==> src/rtl/dlx_pipe_ctrl.sv <==
// Hazard and sequencing controller for the 5-stage DLX pipeline: stage enables, bubbles,
// wrong-path squash and EX operand forwarding, tracked through private EX/MEM shadows.
module dlx_pipe_ctrl #(
  parameter int unsigned BRANCH_PENALTY = 1,
  parameter int unsigned CNT_W          = 16
) (
  input  logic             clk,
  input  logic             reset_n,
  input  logic             id_valid,
  input  logic [4:0]       id_rs1,
  input  logic [4:0]       id_rs2,
  input  logic             id_rs2_used,
  input  logic [4:0]       id_rd,
  input  logic             id_load,
  input  logic             id_store,
  input  logic             ex_branch_taken,
  input  logic             dmem_ready,
  output logic             pc_en,
  output logic             ifid_en,
  output logic             pipe_en,
  output logic             idex_bubble,
  output logic [1:0]       fwd_a,
  output logic [1:0]       fwd_b,
  output logic [1:0]       ctl_status,
  output logic [CNT_W-1:0] stall_cycles
);

  localparam int unsigned FlushW = 3;

  typedef enum logic [1:0] {
    StRun       = 2'd0,
    StLoadStall = 2'd1,
    StMemWait   = 2'd2,
    StFlush     = 2'd3
  } status_e;

  localparam logic [1:0] FwdRf  = 2'b00;
  localparam logic [1:0] FwdEx  = 2'b01;
  localparam logic [1:0] FwdMem = 2'b10;

  logic              ex_v_q, ex_ld_q, ex_st_q;
  logic [4:0]        ex_rd_q;
  logic              mem_v_q, mem_ld_q, mem_st_q;
  logic [4:0]        mem_rd_q;
  logic [FlushW-1:0] flush_cnt_q;
  logic [1:0]        fwd_a_q, fwd_b_q;
  logic [1:0]        fwd_a_d, fwd_b_d;
  logic [CNT_W-1:0]  stall_q;

  logic mem_stall, take, kill, load_use, ex_rd_hit;
  logic ex_hit_a, ex_hit_b, mem_hit_a, mem_hit_b;
  status_e status;

  assign mem_stall = mem_v_q & (mem_ld_q | mem_st_q) & ~dmem_ready;
  assign take      = ~mem_stall & ex_v_q & ex_branch_taken;
  assign kill      = flush_cnt_q != '0;
  assign ex_rd_hit = (ex_rd_q == id_rs1) | (id_rs2_used & (ex_rd_q == id_rs2));
  assign load_use  = ~mem_stall & ~take & ~kill & id_valid & ex_v_q & ex_ld_q &
                     (ex_rd_q != 5'd0) & ex_rd_hit;

  // Outputs are forced to a safe idle pattern while reset is held.
  assign pipe_en     = reset_n & ~mem_stall;
  assign pc_en       = reset_n & ~mem_stall & ~load_use;
  assign ifid_en     = pc_en;
  assign idex_bubble = ~reset_n | ~id_valid | take | kill | load_use;

  always_comb begin
    status = StRun;
    if (!reset_n)          status = StRun;
    else if (mem_stall)    status = StMemWait;
    else if (take || kill) status = StFlush;
    else if (load_use)     status = StLoadStall;
  end
  assign ctl_status = status;

  // EX/MEM producers seen by the instruction about to enter EX; loads in EX cannot forward.
  assign ex_hit_a  = ex_v_q & ~ex_ld_q & (ex_rd_q != 5'd0) & (ex_rd_q == id_rs1);
  assign ex_hit_b  = ex_v_q & ~ex_ld_q & (ex_rd_q != 5'd0) & (ex_rd_q == id_rs2);
  assign mem_hit_a = mem_v_q & ~mem_st_q & (mem_rd_q != 5'd0) & (mem_rd_q == id_rs1);
  assign mem_hit_b = mem_v_q & ~mem_st_q & (mem_rd_q != 5'd0) & (mem_rd_q == id_rs2);

  always_comb begin
    fwd_a_d = FwdRf;
    fwd_b_d = FwdRf;
    if (!idex_bubble) begin
      if (ex_hit_a)       fwd_a_d = FwdEx;
      else if (mem_hit_a) fwd_a_d = FwdMem;
      if (id_rs2_used) begin
        if (ex_hit_b)       fwd_b_d = FwdEx;
        else if (mem_hit_b) fwd_b_d = FwdMem;
      end
    end
  end

  always_ff @(posedge clk) begin
    if (!reset_n) begin
      ex_v_q      <= 1'b0;
      ex_ld_q     <= 1'b0;
      ex_st_q     <= 1'b0;
      ex_rd_q     <= 5'd0;
      mem_v_q     <= 1'b0;
      mem_ld_q    <= 1'b0;
      mem_st_q    <= 1'b0;
      mem_rd_q    <= 5'd0;
      flush_cnt_q <= '0;
      fwd_a_q     <= FwdRf;
      fwd_b_q     <= FwdRf;
    end else if (pipe_en) begin
      mem_v_q  <= ex_v_q;
      mem_ld_q <= ex_ld_q;
      mem_st_q <= ex_st_q;
      mem_rd_q <= ex_rd_q;
      ex_v_q   <= ~idex_bubble;
      ex_ld_q  <= id_load;
      ex_st_q  <= id_store;
      ex_rd_q  <= id_rd;
      fwd_a_q  <= fwd_a_d;
      fwd_b_q  <= fwd_b_d;
      if (take)      flush_cnt_q <= FlushW'(BRANCH_PENALTY);
      else if (kill) flush_cnt_q <= flush_cnt_q - FlushW'(1);
    end
  end

  always_ff @(posedge clk) begin
    if (!reset_n) begin
      stall_q <= '0;
    end else if (!pc_en && (stall_q != '1)) begin
      stall_q <= stall_q + CNT_W'(1);
    end
  end

  assign fwd_a        = fwd_a_q;
  assign fwd_b        = fwd_b_q;
  assign stall_cycles = stall_q;

endmodule

==> config.mk <==
export PLATFORM = sky130hd
export DESIGN_NAME = dlx_pipe_ctrl
export DESIGN_NICKNAME = d
export VERILOG_FILES = /design/src/rtl/dlx_pipe_ctrl.sv
export SDC_FILE = /design/constraint.sdc
export NUM_CORES = 1
export LEC_CHECK = 0
export CORE_ASPECT_RATIO = 1.1
export CORE_UTILIZATION = 31
export CTS_CLUSTER_SIZE = 24
export DETAILED_ROUTE_END_ITERATION = 16
export PLACE_DENSITY = 0.58
export SYNTH_ARGS = -nofsm -noshare
export SYNTH_HDL_FRONTEND = slang
export SYNTH_SLANG_ARGS = --single-unit
==> constraint.sdc <==
create_clock -name clk -period 7.7 [get_ports clk]
set_clock_uncertainty 0.2 [all_clocks]
set_input_delay 0.77 -clock clk [delete_from_list [all_inputs] [get_ports clk]]
set_output_delay 0.77 -clock clk [all_outputs]
set_load 0.1 [all_outputs]
==> flow_summary.yaml, run 1 <==
die:
  num_io_pins: 49
  die_x_um: 78.9
  core_area_mm2: 0.00623
  fp-row-count: 30
  die_area_mm2: 0.00683
  die_h_um: 86.6
  initial_core_util_pct: 32.4
synthesis:
  syn_nets: 274
  synth_ff_type: "dfxtp_1"
  synth_top_area_cell: "dfxtp_1"
  synth_top_cell_area_share_pct: 38.7
  synth.avg_cell_area_um2: 8.13
  synth_seq_cells: 39
  synth_edf_count: 0
  async_flop_share_pct: 0
  yosys_warnings: 0
  synth_area_mm2: 0.00202
  synth_cell_types: 37
  synth_cells: 248
  seq_area_frac_synth_pct: 38.7
  ys_top_cells_by_area: "dfxtp_1, nand2_1, xor2_1"
sta:
  fmax_mhz: 213
  finalHoldViolCount: 0
  slew_viol_final: 0
  hold_ws_ns: 0.258
  setup_violations: 0
  slew_headroom_pct: 34.2
  timing.final.ws_setup_ns: 3.01
  min_period_ns: 4.69
  fin_crit_sh_pct: 60.9
  rsz0062_at_grt: "false"
  setup_tns_ns: 0
  worstMarginPinSlew_ns: 0.986
grt:
  grt_max_degree: 33
  grt_first_pass_wirelength_um: 8070
  overflow: 0
  grt_use_total_pct: 15.0
  grt_pass1_vias: 1746
  antenna_found_initial: 0
drt:
  vias: 1878
  firstDrtPassIters: 4
  finalWirelength_um: 4850
  drcViolationCount: 0
  drt_iter0_drc: 98
  viasPerCell: 5.02
  ant_nets: 0
  drt-wirelength-per-cell_um: 13.0
placed_design:
  io_buffer_count: 48
  hpwl_um: 3500
  dp_slack_ns: 3.00
  place_congestion: 0.799
clock_network:
  post-cts-setup-buffers: 0
  cts_resized: 0
  clock_latency_ns: 0.29
  clock-sinks: 39
  cts_tree: "yes"
  h-tree-depth: 2
  cts_hold_buf: 0
  clk_pin_slew_ns: 0.07
  clk_path_buf_depth: 2
  cts_buffers: 5
  root_buffer: "clkbuf_8"
final_layout:
  layout-drive-gt1-share_pct: 4.42
  multi_input_area_mm2: 0.00114
  seq_area_um2: 781
  fillers: 692
  n_antenna_cell: 0
  utilization_pct: 42.1
  syn_to_final_growth_pct: 30.2
  nNetsFinal: 319
critical_path:
  critPathLaunch: "reset_n"
  critical_path_class: "input port to primary output"
  timing.rr.start: "flush_cnt_q[0]$_SDFFE_PN0P_"
  r2r_end: "stall_cycles[13]$_SDFFE_PN0P_"
  cp.required_ns: 6.73
  cp-end-kind: "primary output"
  crit_path_max_fanout: 32
  arrival_ns: 3.72
  rrSetupSlack_ns: 4.95
  startpoint_type: "input port"
  rr_worst_depth: 9
  crit_path_end: "ctl_status[1]"
power_and_ir_drop:
  powerDensity_mw_per_mm2: 209
  total_power_w: 0.000549
  ir_worst_vdd_v: 0.000156
  leakage_nw: 0.940
status:
  status: "finished clean"
flow_run:
  maxCapViolations: 0
min_path:
  holdCritPathClass: "flop to flop"
-- registers in the layout, summed over array words and instances (netlist names), 2 cells and up --
name,count
fwd_a,2
ex_rd_q,5
fwd_b,2
mem_rd_q,5
flush_cnt_q,3
stall_cycles,16
-- cells in the mapped netlist, types with 2 or more instances --
| cell type | instances |
|---|---|
| a2bb2oi_1 | 2 |
| mux2i_1 | 3 |
| o21ai_0 | 5 |
| nand3_1 | 12 |
| dfxtp_1 | 39 |
| nand4_1 | 3 |
| nor3_1 | 6 |
| nor4_1 | 3 |
| buf_6 | 2 |
| and3_1 | 2 |
| nor2_1 | 15 |
| a21oi_1 | 24 |
| ha_1 | 3 |
| xnor2_1 | 6 |
| o31ai_1 | 9 |
| o211ai_1 | 5 |
| nand2_1 | 46 |
| or4_1 | 8 |
| xor2_1 | 17 |
| inv_1 | 10 |
| nand2b_1 | 5 |
| clkbuf_1 | 8 |
-- routing by layer --
layer  track usage (%)  up-vias  part of all wire (%)
li1                  -      957                     -
met1              19.4      862                    48
met2              24.1       51                    46
met3              3.47        8                   4.5
met4              6.12        0                   1.8
met5                 0        -                     0
-- kinds of logic after synthesis --
family | Yosys count | share of synthesized area (%)
buffers and inverters | 21 | 4.84
DFF | 39 | 38.7
AOI/OAI and AO/OA | 53 | 17.7
xor gates and xnor gates | 23 | 9.99
and+or+nand+nor | 106 | 25.4
adders and majority gates | 3 | 1.86
muxes | 3 | 1.49
-- power by group --
group / internal, W / switching (W) / leakage [nW] / total, W
Combinational: 0.0000657 / 0.000123 / 0.579 / 0.000188
Clock: 0.0000636 / 0.0000683 / 0.0422 / 0.000132
Sequential: 0.000216 / 0.0000124 / 0.318 / 0.000229
Total: 0.000346 / 0.000203 / 0.940 / 0.000549
-- layout make-up --
cell class                 count  share of cell area, %
multi-input combinational    188                   43.4
sequential                    39                   29.7
timing repair buffer          49                   18.6
tap                           80                   3.81
clock buffer                   7                   2.91
inverter                      10                   1.43
clock inverter                 1                  0.191
-- worst min-delay path by stage --
| stage | start | endpoint | slack [ns] | cells past startpoint |
|---|---|---|---|---|
| detailed placement | ex_st_q$_SDFFE_PN0P_ | ex_st_q$_SDFFE_PN0P_ | 0.25 | 2 |
| finish | ex_st_q$_SDFFE_PN0P_ | ex_st_q$_SDFFE_PN0P_ | 0.26 | 2 |
| global route | ex_st_q$_SDFFE_PN0P_ | ex_st_q$_SDFFE_PN0P_ | 0.29 | 2 |
| global placement | ex_st_q$_SDFFE_PN0P_ | ex_st_q$_SDFFE_PN0P_ | 0.24 | 2 |
| floorplan | ex_st_q$_SDFFE_PN0P_ | ex_st_q$_SDFFE_PN0P_ | 0.23 | 2 |
| CTS | ex_st_q$_SDFFE_PN0P_ | ex_st_q$_SDFFE_PN0P_ | 0.25 | 2 |
-- stage by stage --
stage / area [µm²] / cells
after floorplan: 2020 / 248
after global placement: 2540 / 366
after detailed placement: 2540 / 366
after CTS: 2630 / 374
after global routing: 2630 / 374
final: 2630 / 374
-- layout by cell type, fill, tap and decap left out, drive strengths merged --
master / Yosys / layout
nand4b: 1 / 1
clkdlybuf4s50: 0 / 48
o21a: 1 / 1
or3b: 1 / 1
nor3: 6 / 6
o21ai: 7 / 7
nand2b: 5 / 5
a2bb2oi: 2 / 2
o211ai: 5 / 5
clkbuf: 8 / 7
nor2: 15 / 15
and3b: 1 / 1
ha: 3 / 3
or4: 9 / 9
o211a: 1 / 1
a31oi: 1 / 1
nand3: 12 / 12
a21oi: 25 / 25
dfxtp: 39 / 39
o41ai: 1 / 1
xor2: 17 / 17
nand4: 3 / 3
inv: 10 / 10
buf: 3 / 1
o311ai: 1 / 1
nor4: 3 / 3
o31ai: 9 / 9
mux2i: 3 / 3
and3: 2 / 2
xnor2: 6 / 6
nand2: 46 / 46
or3: 1 / 1
nand3b: 1 / 1
clkinv: 0 / 1
-- critical path, cell delays in order --
cell and delay [ns]:
clkdlybuf4s50_1 0.83, inv_1 0.60, a31oi_1 0.33, clkdlybuf4s50_1 1.18
(Power assumes the default switching activity.)
==> run 2, diff against run 1 <==
==> constraint.sdc (replaced) <==
create_clock -name clk -period 4.8 [get_ports clk]
set_clock_uncertainty 0.2 [all_clocks]
set_input_delay 0.48 -clock clk [delete_from_list [all_inputs] [get_ports clk]]
set_output_delay 0.48 -clock clk [all_outputs]
set_load 0.1 [all_outputs]
==> flow_summary.yaml, run 2 (synthesized netlist as in run 1, its figures left out) <==
placed_design:
  place_inst: 367
  io_buffer_count: 48
  place_congestion: 0.791
  hpwl_um: 3500
sta:
  fmax_mhz: 306
  min_period_ns: 3.27
  slew_viol_final: 0
  hold_ws_ns: 0.255
  finalHoldViolCount: 0
  setup_tns_ns: 0
  fin_crit_sh_pct: 68.1
  rsz0062_at_grt: "false"
  setup_violations: 0
  worstMarginPinSlew_ns: 0.978
  slew_headroom_pct: 34.6
grt:
  grt_max_degree: 32
  antenna_found_initial: 0
  grt_use_total_pct: 15.7
  grt_pass1_vias: 1780
  grt_first_pass_wirelength_um: 8420
  overflow: 0
min_path:
  hold_depth: 2
  min-delay-start: "fwd_a[0]$_SDFFE_PN0P_"
  holdCritPathClass: "flop to flop"
  hold-path-endpoint: "fwd_a[0]$_SDFFE_PN0P_"
clock_network:
  root_buffer: "clkbuf_8"
  clk_pin_slew_ns: 0.07
  post-cts-setup-buffers: 0
  clk_path_buf_depth: 2
  clock_latency_ns: 0.29
  h-tree-depth: 2
  clock-sinks: 39
  cts_tree: "yes"
  cts_resized: 0
  cts_buffers: 5
  cts_hold_buf: 0
die:
  core_area_mm2: 0.00623
  die_x_um: 78.9
  initial_core_util_pct: 32.4
  die_area_mm2: 0.00683
  num_io_pins: 49
  fp-row-count: 30
  die_h_um: 86.6
drt:
  drcViolationCount: 0
  finalWirelength_um: 4780
  viasPerCell: 4.95
  drt_iter0_drc: 82
  ant_nets: 0
  firstDrtPassIters: 4
  vias: 1856
  drt-wirelength-per-cell_um: 12.7
critical_path:
  rrSetupSlack_ns: 2.11
  cp-end-kind: "primary output"
  rr_worst_depth: 9
  arrival_ns: 2.59
  critical_path_class: "input port to primary output"
  crit_path_max_fanout: 25
  startpoint_type: "input port"
  timing.rr.start: "flush_cnt_q[0]$_SDFFE_PN0P_"
  cp.required_ns: 4.12
  r2r_end: "stall_cycles[11]$_SDFFE_PN0P_"
power_and_ir_drop:
  powerDensity_mw_per_mm2: 337
  leakage_nw: 0.950
  ir_worst_vdd_v: 0.000248
flow_run:
  maxCapViolations: 0
final_layout:
  final_common_cell: "nand2_1"
  n_antenna_cell: 0
  layout_common_cells: "nand2_1, clkdlybuf4s50_1, dfxtp_1"
  layout-drive-gt1-share_pct: 6.78
  stdcell_count: 375
  syn_to_final_growth_pct: 29.8
  nNetsFinal: 320
  largest_reg_flops: 16
status:
  status: "finished clean"
run 2: cell count changes in the layout (fill, tap and decap cells not counted):
cell,delta
buf_4,+7
clkdlybuf4s50_1,-6
run 2: layout make-up:
cell class / instances / area, µm²
clock buffer: 7 / 76.3
clock inverter: 1 / 5.00
fill: 667 / 3610
inverter: 10 / 37.5
multi-input combinational: 188 / 1140
sequential: 39 / 781
tap: 80 / 100
timing repair buffer: 50 / 480
run 2: metrics by stage:
| step | total power [W] | cell area (µm²) | setup slack, ns | util [%] |
|---|---|---|---|---|
| final | 0.000883 | 2620 | 1.53 | 42.0 |
| after global routing | 0.000937 | 2620 | 1.41 | 42.0 |
| after CTS | 0.000896 | 2620 | 1.53 | 42.0 |
| after detailed placement | 0.000676 | 2540 | 1.54 | 40.7 |
| after global placement | 0.000671 | 2540 | 1.56 | 40.7 |
| after floorplan | 0.000599 | 2020 | 1.12 | - |
run 2: per-layer routing:
layer / vias to the layer above / GRT usage [%] / routed length (µm)
met2: 41 / 26.0 / 2240
met5: - / 0 / 0
li1: 956 / - / -
met4: 0 / 5.95 / 68
met3: 4 / 3.89 / 203
met1: 855 / 19.6 / 2270
run 2: power breakdown:
part / switching [W] / internal (W)
clock: 0.000114 / 0.000102
combinational: 0.000198 / 0.000102
sequential: 0.0000195 / 0.000347
total: 0.000332 / 0.000551
run 2: worst max-delay path by stage:
stage / start / endpoint / cells past startpoint
after global routing: dmem_ready / idex_bubble / 8
after floorplan: ex_rd_q[1]$_SDFFE_PN0P_ / pc_en / 6
after global placement: dmem_ready / idex_bubble / 8
final: dmem_ready / idex_bubble / 8
after CTS: dmem_ready / idex_bubble / 8
after detailed placement: dmem_ready / idex_bubble / 8
run 2: critical path: stages:
cell and delay [ns]:
clkdlybuf4s50_1 0.47, inv_1 0.06, o211a_4 0.23, or4_4 0.57, a21oi_4 0.22, nor3_1 0.15, inv_1 0.11, buf_4 0.29
==> run 3, diff against run 2 <==
--- a/config.mk
+++ b/config.mk
@@ -9,7 +9,7 @@
 export CORE_UTILIZATION = 31
 export CTS_CLUSTER_SIZE = 24
 export DETAILED_ROUTE_END_ITERATION = 16
-export PLACE_DENSITY = 0.58
+export PLACE_DENSITY = 0.6
 export SYNTH_ARGS = -nofsm -noshare
 export SYNTH_HDL_FRONTEND = slang
 export SYNTH_SLANG_ARGS = --single-unit
==> constraint.sdc (replaced) <==
create_clock -name clk -period 2.73 [get_ports clk]
set_clock_uncertainty 0.2 [all_clocks]
set_input_delay 0.273 -clock clk [delete_from_list [all_inputs] [get_ports clk]]
set_output_delay 0.273 -clock clk [all_outputs]
set_load 0.1 [all_outputs]
==> flow_summary.yaml, run 3 (synthesized netlist as in run 1, its figures left out) <==
critical_path:
  rr_worst_depth: 9
  rrSetupSlack_ns: 0.22
  timing.rr.start: "ex_rd_q[1]$_SDFFE_PN0P_"
  cp-end-kind: "primary output"
  r2r_end: "stall_cycles[1]$_SDFFE_PN0P_"
  cp.required_ns: 2.26
  crit_path_max_fanout: 5
  critical_path_class: "input port to primary output"
  arrival_ns: 2.16
  startpoint_type: "input port"
min_path:
  hold-path-endpoint: "ex_st_q$_SDFFE_PN0P_"
  min-delay-start: "ex_st_q$_SDFFE_PN0P_"
  holdCritPathClass: "flop to flop"
  hold_depth: 2
clock_network:
  clock-sinks: 39
  cts_buffers: 5
  cts_tree: "yes"
  h-tree-depth: 2
  root_buffer: "clkbuf_8"
  clk_path_buf_depth: 2
  clk_pin_slew_ns: 0.07
  clock_latency_ns: 0.30
die:
  core_area_mm2: 0.00623
  die_area_mm2: 0.00683
  die_h_um: 86.6
  initial_core_util_pct: 32.4
  die_x_um: 78.9
  fp-row-count: 30
  num_io_pins: 49
status:
  status: "finished clean"
placed_design:
  place_area_mm2: 0.00267
  place_congestion: 0.836
  hpwl_um: 3630
  io_buffer_count: 48
final_layout:
  final_common_cell: "nand2_1"
  syn_to_final_growth_pct: 39.7
  largest_reg_flops: 16
  nNetsFinal: 332
  layout-drive-gt1-share_pct: 24.8
  postLayoutCellArea_mm2: 0.00282
  n_antenna_cell: 0
  layout_common_cells: "nand2_1, buf_4, dfxtp_1"
drt:
  ant_nets: 0
  drt-wirelength-per-cell_um: 12.8
  vias: 1900
  wl_met2_um: 2400
  viasPerCell: 4.92
  route.met3.wl_um: 285
  drt_iter0_drc: 94
  finalWirelength_um: 4930
  firstDrtPassIters: 4
  met1_length_um: 2170
  topRoutingLayerUsed: "met4"
  drcViolationCount: 0
sta:
  fin_crit_sh_pct: 96.5
  slew_headroom_pct: 73.2
  slew_viol_final: 0
  setup_tns_ns: 0
  finalHoldViolCount: 0
  fmax_mhz: 379
  min_period_ns: 2.64
  worstMarginPinSlew_ns: 0.400
  hold_ws_ns: 0.255
  setup_violations: 0
flow_run:
  maxCapViolations: 0
power_and_ir_drop:
  total_power_w: 0.00172
  leakage_nw: 1.10
  powerDensity_mw_per_mm2: 610
  ir_worst_vdd_v: 0.000268
grt:
  overflow: 0
  grt_pass1_vias: 1764
  grt_use_total_pct: 15.5
  grt_first_pass_wirelength_um: 8250
  grt_max_degree: 32
  antenna_found_initial: 0
## run 3: final cells by class
cell class	instances	area (µm²)
Fill cell	647	3410
Clock buffer	6	82.6
Timing Repair Buffer	62	599
Multi-Input combinational cell	188	1190
Clock inverter	1	5.00
Sequential cell	39	801
Tap cell	80	100
Inverter	10	37.5
## run 3: how the worst max path moves through the flow
stage	depth (start not counted)	slack, ns	endpoint	start
floorplan	8	-0.09	ctl_status[0]	flush_cnt_q[0]$_SDFFE_PN0P_
global route	10	-0.005	ctl_status[0]	flush_cnt_q[0]$_SDFFE_PN0P_
detailed placement	8	0.01	stall_cycles[11]$_SDFFE_PN0P_	dmem_ready
global placement	8	0.04	stall_cycles[11]$_SDFFE_PN0P_	dmem_ready
finish	9	0.09	ctl_status[0]	dmem_ready
CTS	8	0.006	idex_bubble	ex_rd_q[1]$_SDFFE_PN0P_
## run 3: per-layer routing
layer / GRT usage [%] / up-vias
met4: 5.29 / 0
met1: 18.6 / 850
li1: - / 986
met5: 0 / -
met3: 4.63 / 9
met2: 26.5 / 55
## run 3: metrics by stage
stage	std cells	setup WS [ns]	util, %
CTS	386	0.00633	44.6
floorplan	248	-0.0883	-
global placement	377	0.0388	42.9
global route	386	-0.00485	45.2
finish	386	0.0946	45.2
detailed placement	377	0.0118	42.9
## run 3: timing repair
item,CTS,global route
hold buffers,0,0
resized for setup,3,10
pin swaps,1,3
endpoints found under the hold margin,0,0
setup buffers,2,0
endpoints found under the setup margin,2,4
## run 3: critical path, stage by stage
cell and delay [ns]:
clkdlybuf4s50_1 0.47, inv_2 0.05, o211a_4 0.13, or4_4 0.54
a21oi_4 0.15, buf_6 0.14, nor2_1 0.05, nor2_2 0.17
buf_12 0.19
## run 3: where the power goes
part           internal (W)  switching [W]
sequential         0.000612      0.0000311
combinational      0.000287       0.000391
clock              0.000198       0.000199
total               0.00110       0.000621
